$ cat src/rtl/fetch_stage.sv
// fetch_stage
// Instruction-fetch stage of the rv32i core. Takes the committed PC and its
// start pulse from the write stage, issues a single word read on the
// instruction-memory port, and hands the fetched word to decode through a
// valid/ready handshake. Misaligned, timed-out and bus-error fetches are
// presented as a NOP with a fault flag and cause so decode can trap.
//
// Ports:
//   clk, rst          clock; asynchronous active-low reset
//   fetch_start_i     one-cycle start pulse, pc_i valid in the same cycle
//   pc_i              address to fetch
//   fetch_busy_o      high whenever the stage is not idle
//   imem_req_o        read request, held until granted
//   imem_addr_o       request address, stable while imem_req_o is high
//   imem_gnt_i        request accepted this cycle
//   imem_rvalid_i     read data valid this cycle
//   imem_rdata_i      read data
//   imem_err_i        bus error, qualified by imem_rvalid_i
//   inst_valid_o      instruction available to decode
//   inst_o            instruction word (NOP on any fault)
//   inst_pc_o         PC of inst_o
//   fetch_fault_o     presented instruction is faulted
//   fault_cause_o     00 none, 01 misaligned, 10 timeout, 11 bus error
//   decode_ready_i    decode accepts inst_o when high with inst_valid_o
module fetch_stage #(
  parameter logic [31:0] RESET_PC = 32'h0000_8000,
  parameter int          TIMEOUT  = 255
) (
  input  logic        clk,
  input  logic        rst,
  input  logic        fetch_start_i,
  input  logic [31:0] pc_i,
  output logic        fetch_busy_o,
  output logic        imem_req_o,
  output logic [31:0] imem_addr_o,
  input  logic        imem_gnt_i,
  input  logic        imem_rvalid_i,
  input  logic [31:0] imem_rdata_i,
  input  logic        imem_err_i,
  output logic        inst_valid_o,
  output logic [31:0] inst_o,
  output logic [31:0] inst_pc_o,
  output logic        fetch_fault_o,
  output logic [1:0]  fault_cause_o,
  input  logic        decode_ready_i
);

  localparam logic [31:0] NOP          = 32'h0000_0013;
  localparam logic [9:0]  TIMEOUT_LAST = 10'(TIMEOUT - 1);

  localparam logic [1:0] CAUSE_NONE     = 2'b00;
  localparam logic [1:0] CAUSE_MISALIGN = 2'b01;
  localparam logic [1:0] CAUSE_TIMEOUT  = 2'b10;
  localparam logic [1:0] CAUSE_BUSERR   = 2'b11;

  typedef enum logic [1:0] {IDLE, REQ, WAIT, HOLD} state_t;

  state_t      state_q, state_d;
  logic [9:0]  cnt_q, cnt_d;
  logic        busy_q, busy_d;
  logic        req_q, req_d;
  logic [31:0] addr_q, addr_d;
  logic        valid_q, valid_d;
  logic [31:0] inst_q, inst_d;
  logic [31:0] pc_q, pc_d;
  logic        fault_q, fault_d;
  logic [1:0]  cause_q, cause_d;

  // Next-state logic. Every output is a register, so this block computes
  // the next value of each output alongside the FSM state. Anything not
  // touched in a state holds, which is what freezes the presented
  // instruction in HOLD and makes fetch_start and rvalid inert outside
  // IDLE and WAIT respectively.
  always_comb begin
    state_d = state_q;
    cnt_d   = cnt_q;
    req_d   = req_q;
    addr_d  = addr_q;
    valid_d = valid_q;
    inst_d  = inst_q;
    pc_d    = pc_q;
    fault_d = fault_q;
    cause_d = cause_q;

    case (state_q)
      IDLE: begin
        if (fetch_start_i) begin
          pc_d = pc_i;
          if (pc_i[1:0] != 2'b00) begin
            // Misaligned: never touches the bus, goes straight to decode.
            inst_d  = NOP;
            fault_d = 1'b1;
            cause_d = CAUSE_MISALIGN;
            valid_d = 1'b1;
            state_d = HOLD;
          end else begin
            addr_d  = pc_i;
            req_d   = 1'b1;
            state_d = REQ;
          end
        end
      end

      REQ: begin
        if (imem_gnt_i) begin
          req_d   = 1'b0;
          cnt_d   = 10'd0;
          state_d = WAIT;
        end
      end

      WAIT: begin
        cnt_d = cnt_q + 10'd1;
        // rvalid is checked first so a response in the timeout cycle wins.
        if (imem_rvalid_i) begin
          valid_d = 1'b1;
          state_d = HOLD;
          if (imem_err_i) begin
            inst_d  = NOP;
            fault_d = 1'b1;
            cause_d = CAUSE_BUSERR;
          end else begin
            inst_d  = imem_rdata_i;
            fault_d = 1'b0;
            cause_d = CAUSE_NONE;
          end
        end else if (cnt_q == TIMEOUT_LAST) begin
          inst_d  = NOP;
          fault_d = 1'b1;
          cause_d = CAUSE_TIMEOUT;
          valid_d = 1'b1;
          state_d = HOLD;
        end
      end

      HOLD: begin
        if (decode_ready_i) begin
          valid_d = 1'b0;
          state_d = IDLE;
        end
      end

      default: state_d = IDLE;
    endcase

    busy_d = (state_d != IDLE);
  end

  // State and output registers, cleared asynchronously. Reset drops the
  // request immediately even if it was never granted.
  always_ff @(posedge clk or negedge rst) begin
    if (!rst) begin
      state_q <= IDLE;
      cnt_q   <= 10'd0;
      busy_q  <= 1'b0;
      req_q   <= 1'b0;
      addr_q  <= RESET_PC;
      valid_q <= 1'b0;
      inst_q  <= NOP;
      pc_q    <= RESET_PC;
      fault_q <= 1'b0;
      cause_q <= CAUSE_NONE;
    end else begin
      state_q <= state_d;
      cnt_q   <= cnt_d;
      busy_q  <= busy_d;
      req_q   <= req_d;
      addr_q  <= addr_d;
      valid_q <= valid_d;
      inst_q  <= inst_d;
      pc_q    <= pc_d;
      fault_q <= fault_d;
      cause_q <= cause_d;
    end
  end

  assign fetch_busy_o  = busy_q;
  assign imem_req_o    = req_q;
  assign imem_addr_o   = addr_q;
  assign inst_valid_o  = valid_q;
  assign inst_o        = inst_q;
  assign inst_pc_o     = pc_q;
  assign fetch_fault_o = fault_q;
  assign fault_cause_o = cause_q;

endmodule

$ cat config.mk
export PLATFORM = sky130hd
export DESIGN_NAME = fetch_stage
export DESIGN_NICKNAME = d
export VERILOG_FILES = /design/src/rtl/fetch_stage.sv
export SDC_FILE = /design/constraint.sdc
export NUM_CORES = 1
export LEC_CHECK = 0
export CORE_UTILIZATION = 40
export DETAILED_ROUTE_END_ITERATION = 10
export PLACE_DENSITY = 0.77
export SLEW_MARGIN = 20
export SYNTH_ARGS = -nofsm -noshare
export SYNTH_HDL_FRONTEND = slang
export SYNTH_SLANG_ARGS = --single-unit
$ cat constraint.sdc
create_clock -name clk -period 1.4 [get_ports clk]
set_input_delay 0.14 -clock clk [delete_from_list [all_inputs] [get_ports clk]]
set_output_delay 0.14 -clock clk [all_outputs]
set_load 0.02 [all_outputs]
==> summary.txt <==
Layout
  – ANT cells: 0
  – Non-Filler Instances: 680
  – Layout cells sized above 1: 28.70%
  – Layout net count: 600
  – Area delta synth->final: 62.65%

Power
  – NetSw: 0.006312 W
  – Peak VDD IR: 1.419 mV
  – P_leak: 3.690 nW
  – Seq pwr share: 31.7%
  – Switch share: 34.71%
  – Internal power: 0.01187 W
  – Clk pwr share: 25.8%
  – Comb power frac: 42.5%
  – Pwr dens: 2433 nW/um2

Yosys
  – Synthesized flop and latch total: 114
  – Ys flop type: dfrtp_1
  – Syn_nets: 388
  – Mapped Cells: 315
  – Unique masters post-synth: 41
  – Synth warn: 0
  – FFs w/ async S/R, synth: 100.0%
  – Post-synth EDFFs: 0
  – Synth Cell Area: 4596 um2
  – Syn_area_per_cell: 14.59 um2
  – Post-synthesis sequential area ratio: 62.21%

Critical path
  – Crit path cell chain: buf_4, nor3_4, buf_6, nand2_8, buf_12, mux2_4
  – CP required: 1690 ps
  – Setup crit end: imem_addr_o[29]$_DFFE_PN0P_
  – Delay-heaviest family, CP: buffers and inverters
  – Crit start category: register
  – Reg2reg setup slack: -170 ps
  – Critical Path End Type: register
  – Worst path max stage delay: 410 ps
  – Critical Path Fanout Max: 13
  – Crit path from: state_q[0]$_DFF_PN0_
  – WP data arrival: 1860 ps
  – FF-to-FF path depth: 6
  – Critical path type: register to register
  – Slowest CP cell: dfrtp_1
  – R2R Path Start: state_q[0]$_DFF_PN0_
  – Reg-to-reg endpoint: imem_addr_o[29]$_DFFE_PN0P_
  – Worst Path Buf+Inv: 3
  – Critical path depth in cells: 6

Timing
  – Count of final setup violators: 102
  – Max Slew Vio Count: 0
  – Setup TNS: -11060 ps
  – Final Cycle Share: 112.1%
  – Fin crit period: 1569 ps
  – Final hold violation count: 0
  – Fmax: 637.4 MHz
  – Clk_skew: 6.256 ps
  – RSZ-0062 raised after global routing: true
  – Slew @ Worst Pin: 448.7 ps
  – Worst rel slew slack: 69.98%
  – Worst hold margin: 87.21 ps
  – Setup ws final: -168.9 ps

Die
  – Die Span Y: 109.2 um
  – Cell Rows: 38
  – Die area: 11920 um2
  – Initial core utilization: 41.66%
  – Die X-Extent: 109.2 um
  – Core box area: 11030 um2
  – Ports: 173

GRT
  – Vias in the first global route: 3559
  – GRT Util Overall: 20.75%
  – Largest net degree at the start of global routing: 69
  – Overflow after GRT: 0
  – First-pass GRT wire length: 18330 um
  – Initial antenna violation count: 0

Clocking
  – Num Clock Sinks: 114
  – Max H-tree Level: 4
  – CTS tree: built
  – Clock-pin slew on the worst setup and hold paths: 50 ps
  – Root Buffer: clkbuf_16
  – CTS buffer count: 17
  – Clock Path Buffers: 2
  – Skew-Pair Late Insertion Delay: 410 ps

Placement
  – HPWL Detailed: 7766 um
  – DP Worst Slack: -337.7 ps
  – Placed cells: 637
  – Routability cong.: 0.7874
  – PortBufs: 172

Drt
  – 1st-iter DRT viols: 121
  – Via-per-instance ratio: 5.063
  – DRC: 0
  – Final WL: 12060 um
  – Antenna-violating nets left: 0
  – Wire per inst: 17.74 um
  – Pre-antenna DRT Iters: 4
  – Vias: 3443

Run
  – Max-cap viol count: 0

Status
  – Status: complete, but fails checks
  – Failing checks: negative setup slack

Worst hold path
  – Hold Path Class: primary input to async pin
==> cells in the mapped netlist (3+ instances only) <==
cell type	instances	area (um2)
o31ai_1	4	30.03
nand4_1	4	25.02
nand2_1	7	26.28
nor2_1	6	22.52
and2_1	6	37.54
inv_1	12	45.04
nand3_1	7	35.03
buf_6	3	33.78
mux2_4	28	420.4
dfstp_2	5	131.4
buf_4	4	30.03
mux2_2	35	394.1
buf_2	7	35.03
a21oi_1	7	35.03
a22o_1	29	254.0
o21ai_0	9	45.04
clkbuf_1	3	11.26
dfrtp_1	109	2728
==> area by class of cell <==
class                           count  area [um2]
Clock buffer                       18       439.2
Sequential cell                   114        2860
Inverter                           12       45.04
Tap cell                          140       175.2
Fill cell                         807        3556
Multi-Input combinational cell    172        1705
Clock inverter                     14       211.5
Timing Repair Buffer              210        2038
==> how the worst min path moves through the flow <==
stage                     start  slack (ps)                           to
after floorplan             rst        -160         cnt_q[0]$_DFFE_PN0P_
after global placement      rst         -50  imem_addr_o[20]$_DFFE_PN0P_
after detailed placement    rst         -50  imem_addr_o[20]$_DFFE_PN0P_
after CTS                   rst          70  imem_addr_o[20]$_DFFE_PN0P_
after global routing        rst         100  imem_addr_o[20]$_DFFE_PN0P_
final                       rst          90  imem_addr_o[20]$_DFFE_PN0P_
==> cells by family (layout without fill, tap and decap cells) <==
logic type / Yosys count / after routing / synth area share, %
compound gates: 63 / 63 / 10.43
xor+xnor: 2 / 2 / 0.3812
fa+ha+maj: 2 / 2 / 0.5444
buf+inv: 29 / 254 / 3.376
flops: 114 / 114 / 62.21
mux: 64 / 64 / 17.94
simple gates: 41 / 41 / 5.119
==> sequential cells by signal (all words and copies together) (netlist names) <==
signal	cells
state_q	2
cnt_q	10
imem_req_o	1
fetch_busy_o	1
inst_pc_o	32
fault_cause_o	2
inst_valid_o	1
imem_addr_o	32
inst_o	32
fetch_fault_o	1
==> layout by cell type (no fill, tap or decap), types with 6 or more instances in the layout <==
cell             Yosys  final
a21oi_1              7      7
inv_1               12     12
and2_1               6      6
dfrtp_1            109    108
o21ai_0              9      7
clkbuf_16            0     17
buf_12               0      8
mux2_4              28     47
a22o_1              29     29
nand2_1              7      7
dlygate4sd2_1        0     97
nand3_1              7      7
clkdlybuf4s50_1      0     69
mux2_2              35     16
buf_4                4     25
==> worst reg2reg max path, stage by stage, from the launching register on <==
cell,delay [ps]
dfrtp_1,410
buf_4,160
nor3_4,120
buf_6,170
nand2_8,100
buf_12,190
mux2_4,310
==> what timing repair did <==
action	4_1_cts	5_1_grt
hold buffers	1	0
endpoints found under the setup margin	207	112
resized for setup	130	23
endpoints found under the hold margin	109	0
buffers inserted	6	1
gates cloned	4	0
pin swaps	7	1
==> power by group through the flow <==
stage	combinational, W	sequential [W]	clock [W]
after detailed placement	0.00832	0.00579	0
after floorplan	0.00251	0.00752	0
final	0.00773	0.00576	0.00470
after global placement	0.00817	0.00574	0
after global routing	0.00821	0.00596	0.00498
after CTS	0.00770	0.00575	0.00478
==> routing by layer <==
| layer | up-vias | track usage [%] | part of all wire, % |
|---|---|---|---|
| li1 | 1573 | - | - |
| met1 | 1725 | 25.99 | 43 |
| met2 | 124 | 33.74 | 49 |
| met3 | 21 | 5.678 | 6.1 |
| met4 | 0 | 8.762 | 1.9 |
| met5 | - | 0 | 0 |
==> through the flow <==
stage               area [um2]  util [%]  power, W
global placement          6660     60.38   0.01391
floorplan                 4612         -   0.01004
detailed placement        6660     60.38   0.01412
finish                    7475     67.76   0.01819
CTS                       7436     67.41   0.01823
global route              7475     67.76   0.01914
(Power assumes the default switching activity.)
